[src/rtl/uart_cmd_parser.sv]
// ASCII command engine: parses host text into single Wishbone reads/writes
// and streams the ASCII reply ("K", "E", "?" or 8 hex digits) to the UART.
module uart_cmd_parser #(
  parameter int AW      = 30,
  parameter int TIMEOUT = 1024
) (
  input  logic          i_clk,
  input  logic          i_reset,
  input  logic          i_rx_stb,
  input  logic [7:0]    i_rx_data,
  output logic          o_tx_stb,
  output logic [7:0]    o_tx_data,
  input  logic          i_tx_busy,
  output logic          o_wb_cyc,
  output logic          o_wb_stb,
  output logic          o_wb_we,
  output logic [AW-1:0] o_wb_addr,
  output logic [31:0]   o_wb_data,
  output logic [3:0]    o_wb_sel,
  input  logic          i_wb_stall,
  input  logic          i_wb_ack,
  input  logic          i_wb_err,
  input  logic [31:0]   i_wb_data
);

  localparam int TW = $clog2(TIMEOUT) + 1;

  typedef enum logic [1:0] {IDLE, BUS_REQ, BUS_WAIT, REPLY} state_t;
  typedef enum logic [1:0] {TGT_NONE, TGT_ADDR, TGT_DATA} target_t;
  typedef enum logic [1:0] {RPL_READ, RPL_OK, RPL_ERR, RPL_HUH} reply_t;

  state_t        state_q;
  target_t       target_q;
  reply_t        reply_q;
  logic [AW-1:0] addr_q;
  logic [31:0]   data_q;
  logic          we_q, cyc_q, stb_q;
  logic [TW-1:0] timer_q;
  logic [3:0]    idx_q;
  logic          txStb_q;
  logic [7:0]    txData_q;

  logic          rxHex_d, rxBlank_d, timeout_d, txAccept_d;
  logic [3:0]    rxNib_d;
  logic [AW-1:0] addr_d;
  logic [31:0]   data_d;

  function automatic logic [7:0] hexChar(input logic [3:0] n);
    return (n < 4'd10) ? (8'h30 + {4'h0, n}) : (8'h57 + {4'h0, n});
  endfunction

  function automatic logic [7:0] replyByte(input reply_t kind, input logic [3:0] idx,
                                           input logic [31:0] word);
    logic [31:0] sh;
    sh = word << {idx, 2'b00};
    case (kind)
      RPL_READ: return (idx < 4'd8) ? hexChar(sh[31:28]) : 8'h0a;
      RPL_OK:   return (idx == 4'd0) ? "K" : 8'h0a;
      RPL_ERR:  return (idx == 4'd0) ? "E" : 8'h0a;
      default:  return (idx == 4'd0) ? "?" : 8'h0a;
    endcase
  endfunction

  always_comb begin
    rxHex_d    = ((i_rx_data >= "0") && (i_rx_data <= "9")) ||
                 ((i_rx_data >= "a") && (i_rx_data <= "f"));
    rxNib_d    = (i_rx_data <= "9") ? i_rx_data[3:0] : (i_rx_data[3:0] + 4'd9);
    rxBlank_d  = (i_rx_data == "X") || (i_rx_data == 8'h0d) ||
                 (i_rx_data == 8'h0a) || (i_rx_data == 8'h20);
    addr_d     = {addr_q[AW-5:0], rxNib_d};
    data_d     = {data_q[27:0], rxNib_d};
    timeout_d  = (state_q == BUS_WAIT) && (timer_q == TW'(TIMEOUT - 1));
    txAccept_d = txStb_q && !i_tx_busy;
  end

  // Error and timeout outrank ack; an ack seen while still requesting
  // finishes the cycle just as it would after the request was accepted.
  always_ff @(posedge i_clk or negedge i_reset) begin
    if (!i_reset) begin
      state_q  <= IDLE;
      target_q <= TGT_NONE;
      reply_q  <= RPL_OK;
      addr_q   <= '0;
      data_q   <= '0;
      we_q     <= 1'b0;
      cyc_q    <= 1'b0;
      stb_q    <= 1'b0;
      timer_q  <= '0;
      idx_q    <= '0;
      txStb_q  <= 1'b0;
      txData_q <= '0;
    end else begin
      case (state_q)
        IDLE: begin
          if (i_rx_stb) begin
            if (i_rx_data == "A") begin
              addr_q   <= '0;
              target_q <= TGT_ADDR;
            end else if (i_rx_data == "D") begin
              data_q   <= '0;
              target_q <= TGT_DATA;
            end else if (rxHex_d) begin
              if (target_q == TGT_ADDR) addr_q <= addr_d;
              else if (target_q == TGT_DATA) data_q <= data_d;
            end else if ((i_rx_data == "R") || (i_rx_data == "W")) begin
              we_q    <= (i_rx_data == "W");
              cyc_q   <= 1'b1;
              stb_q   <= 1'b1;
              timer_q <= '0;
              state_q <= BUS_REQ;
            end else if (rxBlank_d) begin
              target_q <= TGT_NONE;
            end else begin
              target_q <= TGT_NONE;
              reply_q  <= RPL_HUH;
              idx_q    <= '0;
              txStb_q  <= 1'b1;
              txData_q <= "?";
              state_q  <= REPLY;
            end
          end
        end
        BUS_REQ, BUS_WAIT: begin
          if (i_wb_err || timeout_d) begin
            cyc_q    <= 1'b0;
            stb_q    <= 1'b0;
            reply_q  <= RPL_ERR;
            idx_q    <= '0;
            txStb_q  <= 1'b1;
            txData_q <= "E";
            state_q  <= REPLY;
          end else if (i_wb_ack) begin
            cyc_q   <= 1'b0;
            stb_q   <= 1'b0;
            idx_q   <= '0;
            txStb_q <= 1'b1;
            state_q <= REPLY;
            if (we_q) begin
              reply_q  <= RPL_OK;
              txData_q <= "K";
            end else begin
              data_q   <= i_wb_data;
              reply_q  <= RPL_READ;
              txData_q <= hexChar(i_wb_data[31:28]);
            end
          end else if ((state_q == BUS_REQ) && !i_wb_stall) begin
            stb_q   <= 1'b0;
            timer_q <= '0;
            state_q <= BUS_WAIT;
          end else if (state_q == BUS_WAIT) begin
            timer_q <= timer_q + TW'(1);
          end
        end
        REPLY: begin
          if (txAccept_d) begin
            if (idx_q == ((reply_q == RPL_READ) ? 4'd8 : 4'd1)) begin
              txStb_q <= 1'b0;
              state_q <= IDLE;
            end else begin
              idx_q    <= idx_q + 4'd1;
              txData_q <= replyByte(reply_q, idx_q + 4'd1, data_q);
            end
          end
        end
        default: state_q <= IDLE;
      endcase
    end
  end

  assign o_tx_stb  = txStb_q;
  assign o_tx_data = txData_q;
  assign o_wb_cyc  = cyc_q;
  assign o_wb_stb  = stb_q;
  assign o_wb_we   = we_q;
  assign o_wb_addr = addr_q;
  assign o_wb_data = data_q;
  assign o_wb_sel  = 4'hf;

endmodule

[config.mk]
export PLATFORM = sky130hd
export DESIGN_NAME = uart_cmd_parser
export DESIGN_NICKNAME = d
export VERILOG_FILES = /design/src/rtl/uart_cmd_parser.sv
export SDC_FILE = /design/constraint.sdc
export NUM_CORES = 1
export LEC_CHECK = 0
export BUFFER_PORTS_ARGS = -buffer_cell sky130_fd_sc_hd__buf_2
export CORE_UTILIZATION = 45
export DETAILED_ROUTE_END_ITERATION = 10
export HOLD_SLACK_MARGIN = 0.1
export PLACE_DENSITY = 0.68
export SYNTH_ARGS = -nofsm -noshare
export SYNTH_HDL_FRONTEND = slang
export SYNTH_SLANG_ARGS = --single-unit
[constraint.sdc]
create_clock -name i_clk -period 3.35 [get_ports i_clk]
set_input_delay 0 -clock i_clk [delete_from_list [all_inputs] [get_ports i_clk]]
set_output_delay 0 -clock i_clk [all_outputs]
set_load 0.05 [all_outputs]
After elaboration in Yosys (flattened, before gate mapping)
Index checks and enable logic that the tools add are counted.
{"block": "classes", "n_addsub": 7, "multipliers": 0, "div_mod_pow": 0, "order_cmp": 7, "eq_ne": 41, "shift": 1, "n_mux": 104, "bitwise_logic": 3, "reduce_logical": 31}
{"cell": "32-bit two-way mux", "count": 9}
{"cell": "30-bit two-way mux", "count": 4}
{"cell": "8-bit two-way mux", "count": 14}
{"cell": "11-bit two-way mux", "count": 9}
{"cell": "32-bit case mux with 2 select lines", "count": 1}
{"cell": "4-bit two-way mux", "count": 12}
{"cell": "8-bit case mux with 3 select lines", "count": 2}
{"cell": "2-bit two-way mux", "count": 22}
{"cell": "8-bit by 7-bit == test with 1-bit output (second input constant)", "count": 5}
{"cell": "9-bit AND reduction", "count": 4}
{"cell": "32-bit by 6-bit left shift with 32-bit output", "count": 1}
{"cell": "2-bit != test (second input constant)", "count": 15}
{"cell": "11-bit case mux with 2 select lines", "count": 1}
{"cell": "1-bit two-way mux", "count": 21}
{"cell": "3-bit != test (second input constant)", "count": 7}
{"cell": "7-bit by 4-bit adder with 8-bit output (first input constant)", "count": 2}
{"cell": "8-bit by 4-bit == test with 1-bit output (second input constant)", "count": 2}
{"cell": "8-bit AND reduction", "count": 2}
{"cell": "6-bit by 4-bit adder with 7-bit output (first input constant)", "count": 2}
{"cell": "7-bit two-way mux", "count": 2}
{"cell": "7-bit AND reduction", "count": 2}
{"cell": "4-bit < comparator (second input constant)", "count": 3}
{"cell": "4-bit case mux with 3 select lines", "count": 1}
{"cell": "11-bit by 1-bit adder with 11-bit output (second input constant)", "count": 1}
{"cell": "29 further kinds", "count": 50}
{"block": "totals", "ff_bits": 95, "latchBits": 0, "mem_bits_rw": 0, "romBits": 0, "input_bits": 47, "word_cells": 206, "memories": 0}

Longest topological paths before layout
Gate-level depths: netlist of the first run.
{"block": "depth", "word_depth": 11, "mapped_depth": 10, "mapped_depth_nobuf": 9}

Least setup slack after synthesis of the first run
OpenSTA, ideal clock, no wires.
{"block": "synth_timing", "path_kind": "reg2reg", "startpoint": "register idx_q[0]", "endpoint": "register txData_q[2], in the netlist o_tx_data[2]", "setup_ns": 0.125, "arrival_time_ns": 2.595, "required_ns": 3.225, "slack_ns": 0.630, "stages_incl_launch_ff": 9, "path_buffers": 0, "cell_sequence": "dfrtp_1 -> ha_1 -> xnor2_2 -> mux2_2 -> or4_4 -> or2_0 -> and3_1 -> a31oi_1 -> a21oi_1"}
{"block": "synth_via", "elab_chain_len": 9}
{"item": "start: declaration", "line": "39", "source": "logic [3:0] idx_q;"}
{"item": "start signal: assignment", "line": "160", "source": "idx_q <= idx_q + 4'd1;"}
{"item": "4-bit by 1-bit adder with 4-bit output", "line": "161", "source": "txData_q <= replyByte(reply_q, idx_q + 4'd1, data_q);"}
{"item": "32-bit by 6-bit left shift with 32-bit output", "line": "55", "source": "sh = word << {idx, 2'b00};"}
{"item": "7-bit by 4-bit adder with 8-bit output, or another cell as far along", "line": "49", "source": "return (n < 4'd10) ? (8'h30 + {4'h0, n}) : (8'h57 + {4'h0, n});"}
{"item": "8-bit two-way mux", "line": "49"}
{"item": "8-bit two-way mux", "line": "57", "source": "RPL_READ: return (idx < 4'd8) ? hexChar(sh[31:28]) : 8'h0a;"}
{"item": "8-bit case mux with 3 select lines", "line": "56", "source": "case (kind)"}
{"item": "8-bit two-way mux", "line": "156", "source": "if (idx_q == ((reply_q == RPL_READ) ? 4'd8 : 4'd1)) begin"}
{"item": "8-bit two-way mux", "line": "155", "source": "if (txAccept_d) begin"}
{"item": "8-bit case mux with 3 select lines", "line": "93", "source": "case (state_q)"}
{"item": "end signal: assignment", "line": "118", "source": "txData_q <= \"?\";"}
{"item": "end signal: assignment", "line": "144", "source": "txData_q <= hexChar(i_wb_data[31:28]);"}
{"item": "end signal: assignment", "line": "161"}
{"item": "end: declaration", "line": "41", "source": "logic [7:0] txData_q;"}
Parallel ways exist; a longest one is shown, timed or not. The select of a mux whose other input is x is not followed.
A chain may end at the register's enable or synchronous reset.

Worst setup path after layout of the first run
{"block": "layout_timing", "startpoint": "input port i_rx_data[0]", "endpoint": "register timer_q[8]"}
{"block": "layout_via", "elab_chain_len": 5}
{"item": "start: declaration", "line": "10", "source": "input logic [7:0] i_rx_data,"}
{"item": "8-bit by 6-bit greater-or-equal comparator with 1-bit output, or another cell as far along", "line": "65", "source": "rxHex_d = ((i_rx_data >= \"0\") && (i_rx_data <= \"9\")) ||"}
{"item": "1-bit logical AND (on tied branches)", "line": "65, 66"}
{"item": "1-bit logical OR", "line": "65"}
{"item": "2-bit != test (no line)"}
{"item": "9-bit AND reduction (no line) *"}
{"item": "end signal: assignment", "line": "151", "source": "timer_q <= timer_q + TW'(1);"}
{"item": "end: declaration", "line": "38", "source": "logic [TW-1:0] timer_q;"}
Every way passes the cells marked *; elsewhere a longest branch is shown, timed or not.

==> results.yml, run 1 <==
run_status:
  status: "complete, but fails checks"
  failed_checks: "design-rule violations"
synthesis:
  ys_top_cells_by_area: "dfrtp_1 (42%), nand2_1 (8.1%), o21ai_0 (5.6%)"
  yosys.area.top_type_share_pct: 42.1
  synth_seq_cells: 94
  yosysUniqueCellTypes: 68
  synth_enable_flop_cells: 0
  syn_inst: 645
  synth.avg_cell_area_um2: 8.57
  ys_seq_area_share_pct: 42.6
  synth_ff_type: "dfrtp_1"
  yosysTopAreaCell: "dfrtp_1"
  synthArstFlopShare_pct: 100
  synth_area_mm2: 0.00553
  yosysWarnings: 0
clocking:
  clk_pin_slew_ns: 0.07
  tritoncts: "built"
  cts_max_path_buffers: 2
  cts.sinks: 94
  root_buffer: "clkbuf_16"
  clk_latency_ns: 0.35
  cts-buffers-inserted: 9
  cts_max_level: 3
  cts_resized: 0
timing:
  rsz0062_at_grt: "false"
  period_needed_ns: 3.02
  whs_ns: 0.124
  period_share_pct: 90.3
  setup_viol: 0
  worst_pin_slew_ns: 0.868
  hold_violations: 0
  drv_slew: 0
  relSlewSlack_pct: 42.1
  fmax_mhz: 331
  setup_ws_ns: 0.326
  finClkSkew_ns: 0.00923
  tns_ns: 0
place:
  io_buffer_count: 119
  dp_hpwl_mm: 10.3
  dp.cells: 881
  pre_cts_slack_ns: 0.439
  place_congestion: 0.915
power_and_ir_drop:
  power_density_mw_per_mm2: 883
  power.leakage_uw: 0.00350
  peakVddDrop_mv: 0.648
floorplan:
  io_pins: 125
  die_x_um: 113
  num_rows: 40
  dieArea_mm2: 0.0127
  initial_core_util_pct: 46.0
  die_height_um: 113
  coreArea_mm2: 0.0120
cells_and_area:
  finalNonFillerCells: 938
  final_common_cell: "nand2_1"
  final_cell_mix: "nand2_1 (119), buf_2 (118), dfrtp_1 (93), o21ai_0 (62), nand3_1 (43)"
  diodes: 0
  drive_gt1_share_pct: 21.5
  area_growth_pct: 25.8
  fin_nets: 847
grt:
  grt_first_pass_wirelength_mm: 25.2
  antenna_found_initial: 0
  grt-ovfl-total: 0
  grt_usage_pct: 24.9
  grt_max_degree: 66
  grt_pass1_vias: 4973
setup_path:
  cp.required_ns: 3.59
  path_max_fanout: 13
  cp.arrival_ns: 3.27
  crit_path_start_kind: "primary input"
  critPathCaptureType: "flip-flop"
  path_class: "primary input to flip-flop"
job:
  drv_cap: 0
detailed_routing:
  dr.pass1.iters: 8
  ant_nets: 0
  drt_wl_total_mm: 15.5
  vias_per_cell: 5.65
  drt_iter0_drc: 488
  num_vias: 5301
  drc_errors: 1
  wl_per_cell_um: 16.5
hold_path:
  hp-class: "primary input to flip-flop"
==> final timing paths <==
path                                from            end  slack [ns]  cells past startpoint
setup / recovery            i_rx_data[0]     timer_q[8]        0.33                     11
hold / removal                  i_wb_err     reply_q[1]        0.12                      4
setup reg to reg                idx_q[0]   o_tx_data[0]        0.37                      8
hold reg to reg            o_wb_addr[19]  o_wb_addr[23]        0.49                      2
max in group asynchronous        i_reset  o_wb_addr[11]        2.13                      3
min in group asynchronous        i_reset   o_tx_data[5]        0.29                      2
==> report_power, final <==
group          internal (uW)  switching, uW  leakage, uW
Sequential              1400            278      0.00124
Clock                    676            452     0.000160
Combinational           1080           2260      0.00211
Total                   3160           2990      0.00350
==> critical path, cell delays in order <==
cell,delay [ns]
dlygate4sd3_1,0.53
buf_2,0.16
inv_1,0.08
ha_1,0.21
o21bai_1,0.13
a41oi_1,0.20
a31oi_2,0.48
a32oi_1,0.18
or3b_1,0.56
or2_0,0.45
o41ai_2,0.28
==> state kept, by name, summed over array words and instances, names as in the netlist <==
signal and count:
o_wb_addr 30, o_wb_stb 1, state_q 2, o_wb_cyc 1, o_tx_stb 1, o_wb_data 32
reply_q 2, o_tx_data 7, idx_q 4, o_wb_we 1, timer_q 11, target_q 2
==> per-layer routing <==
metal,vias to the layer above,global-route usage [%],wire length [um]
li1,2555,-,-
met1,2508,35.2,7260
met2,207,38.4,7080
met3,31,3.32,782
met4,0,10.8,374
met5,-,0,0
==> through the flow <==
step / total power, uW / utilization [%] / instance area [um^2]
after floorplan: 4150 / - / 5540
after global placement: 4860 / 51.8 / 6220
after detailed placement: 4950 / 51.8 / 6220
after CTS: 6140 / 57.9 / 6950
after global routing: 6530 / 57.9 / 6950
final: 6140 / 57.9 / 6950
==> final cells by class <==
cell class                      count  area [um^2]
Fill cell                        1066         5060
Multi-Input combinational cell    491         2920
Sequential cell                    94         2350
Timing Repair Buffer              173         1110
Clock buffer                       11          243
Tap cell                          147          184
Clock inverter                      5         82.6
Inverter                           17         63.8
==> synthesized netlist by cell type (8+ instances only) <==
library cell / instances
nand2_1: 119
dfrtp_1: 93
o21ai_0: 62
nand3_1: 43
a21oi_1: 42
and3_1: 34
nor2_1: 32
clkbuf_1: 29
inv_1: 17
ha_1: 14
buf_2: 10
nand2b_1: 9
nand4_1: 9
nor3_1: 8
==> cells by family after synthesis <==
group,Yosys count,share of synthesized area [%]
flip-flops,94,42.6
multiplexers,19,4.89
adder cells (fa/ha/maj),15,3.35
other,2,0.136
XOR/XNOR,9,1.56
buffers and inverters,63,4.91
AO/OA/AOI/OAI,155,16.9
AND/OR/NAND/NOR,288,25.6
==> repair_timing <==
action | in CTS | in global routing
setup endpoints to repair | 0 | 0
buffers inserted | 0 | 0
hold buffers | 41 | 0
endpoints found under the hold margin | 103 | 0
No activity file was read; power rests on OpenSTA's default activity.
==> run 2: changes to the inputs <==
--- a/config.mk
+++ b/config.mk
@@ -6,10 +6,13 @@
 export NUM_CORES = 1
 export LEC_CHECK = 0
 export BUFFER_PORTS_ARGS = -buffer_cell sky130_fd_sc_hd__buf_2
-export CORE_UTILIZATION = 45
+export CAP_MARGIN = 20
+export CELL_PAD_IN_SITES_DETAIL_PLACEMENT = 0
+export CELL_PAD_IN_SITES_GLOBAL_PLACEMENT = 2
+export CORE_UTILIZATION = 32
 export DETAILED_ROUTE_END_ITERATION = 10
 export HOLD_SLACK_MARGIN = 0.1
-export PLACE_DENSITY = 0.68
+export PLACE_DENSITY = 0.8
 export SYNTH_ARGS = -nofsm -noshare
 export SYNTH_HDL_FRONTEND = slang
 export SYNTH_SLANG_ARGS = --single-unit
==> run 2 against run 1 <==
  * Critical path type is now flip-flop to flip-flop
  * Fmax grew 5.5%
  * The flow now finishes without violations
  * Routed wire length increased by 6.7%
  * Largest cell class unchanged
  * Critical endpoint is now o_tx_data[2]
  * Clock skew up 0.0025 ns
  * Sequential power barely moved
  * Register-to-register slack better by 0.11 ns
==> results.yml, run 2 (same netlist as run 1, synthesis figures left out) <==
run_status:
  status: "finished clean"
power_and_ir_drop:
  peakVddDrop_mv: 0.474
  p_sw_uw: 3070
  power_frac_comb_pct: 55.3
  seqPwrFrac_pct: 27.9
  p_int_uw: 3030
  power.leakage_uw: 0.00349
  clkPwrFrac_pct: 16.8
  sw_frac_of_total_pct: 50.3
  power_density_mw_per_mm2: 870
hold_path:
  hp-class: "primary input to flip-flop"
  holdCritStartpoint: "i_rx_data[2]"
  worstHoldEndpoint: "o_wb_addr[2]"
  holdPathStages: 3
setup_path:
  path_max_fanout: 8
  path_class: "flip-flop to flip-flop"
  r2r_end: "o_tx_data[2]"
  reg2reg_setup_slack_ns: 0.48
  cp.required_ns: 3.59
  timing.rr.start: "idx_q[0]"
  critPathCaptureType: "flip-flop"
  cp.arrival_ns: 3.11
  rr_worst_depth: 8
  crit_start: "idx_q[0]"
  crit_path_start_kind: "flip-flop"
clocking:
  cts_max_level: 3
  cts.sinks: 94
  root_buffer: "clkbuf_16"
  cts-buffers-inserted: 9
  tritoncts: "built"
  clk_latency_ns: 0.36
  cts_max_path_buffers: 2
  clk_pin_slew_ns: 0.08
job:
  drv_cap: 0
cells_and_area:
  largest_reg_flops: 32
  final_common_cell: "nand2_1"
  diodes: 0
  drive_gt1_share_pct: 22.1
  area_growth_pct: 27.0
  final_util_pct: 42.0
  finalNonFillerCells: 1013
  final_area_mm2: 0.00702
  fin_nets: 849
  final_cell_mix: "nand2_1 (119), buf_2 (118), dfrtp_1 (93), o21ai_0 (62), nand3_1 (43)"
timing:
  period_needed_ns: 2.87
  setup_viol: 0
  fmax_mhz: 349
  relSlewSlack_pct: 37.8
  rsz0062_at_grt: "false"
  finClkSkew_ns: 0.0117
  period_share_pct: 85.6
  worst_pin_slew_ns: 0.932
  tns_ns: 0
  hold_violations: 0
  drv_slew: 0
detailed_routing:
  dr.pass1.iters: 5
  wl_per_cell_um: 16.3
  drt_iter0_drc: 262
  num_vias: 5232
  vias_per_cell: 5.16
  drc_errors: 0
  ant_nets: 0
  drt_wl_total_mm: 16.5
floorplan:
  dieArea_mm2: 0.0178
  initial_core_util_pct: 33.1
  coreArea_mm2: 0.0167
  die_x_um: 133
  die_height_um: 133
  io_pins: 125
  num_rows: 47
grt:
  grt-ovfl-total: 0
  antenna_found_initial: 1
  grt_pass1_vias: 5025
  grt_max_degree: 73
  grt_usage_pct: 19.4
  grt_first_pass_wirelength_mm: 27.2
place:
  placed_area_mm2: 0.00634
  io_buffer_count: 119
  dp.cells: 958
  dp_hpwl_mm: 11.5
  place_congestion: 0.868
## run 2: changes by cell type in the layout (fill, tap and decap cells not counted), sizes merged
cell         change
dlygate4sd3      -2
bufinv           -2
clkinv           -3
inv              +5
buf              +4
clkbuf           -2
clkinvlp         +2
## run 2: area by class of cell
cell class / count / area, um^2
fillers: 1730 / 9690
multi-input cells: 491 / 2920
flip-flops and latches: 94 / 2350
repair buffers: 175 / 1120
well taps: 220 / 275
clock buffers: 9 / 225
inverters: 17 / 63.8
clock inverters: 7 / 61.3
## run 2: routing by layer
metal	share of wire, %	wire (um)	vias up	GRT usage, %
met5	0.091	15	-	0
met4	1.4	224	2	6.57
met3	3.8	622	15	2.85
met2	46	7580	130	29.9
met1	49	8090	2523	27.8
li1	-	-	2562	-
## run 2: repair_timing
| item | in CTS | in global routing |
|---|---|---|
| buffers inserted | 0 | 0 |
| gates resized for setup | 0 | 0 |
| hold endpoints to repair | 109 | 0 |
| hold buffers | 39 | 0 |
## run 2: power groups by stage
stage          sequential [uW]  clock, uW  combinational, uW
5_1_grt                   1730       1100               3720
6_report                  1700       1030               3380
2_1_floorplan             2270          0               1870
3_3_place_gp              1720          0               3280
4_1_cts                   1700       1050               3390
3_5_place_dp              1720          0               3340
## run 2: metrics by stage
step / hold WS [ns] / power, uW / setup slack, ns
floorplan: -0.296 / 4150 / 0.630
global placement: 0.202 / 5000 / 0.586
detailed placement: 0.217 / 5060 / 0.529
CTS: 0.105 / 6140 / 0.500
global route: 0.157 / 6560 / 0.325
finish: 0.105 / 6100 / 0.484
## run 2: critical path, cell delays in order, from the launching register on
cell,delay [ns]
dfrtp_1,0.43
ha_1,0.27
xnor2_2,0.47
mux2_2,0.41
or4_4,0.51
or2_0,0.23
and3_1,0.19
a31oi_1,0.16
a21oi_1,0.08
## run 2: worst max path at each step
stage | end
finish | o_tx_data[2]
global route | o_tx_data[2]
CTS | o_tx_data[2]
detailed placement | o_tx_data[2]
global placement | o_tx_data[2]
floorplan | o_tx_data[2]
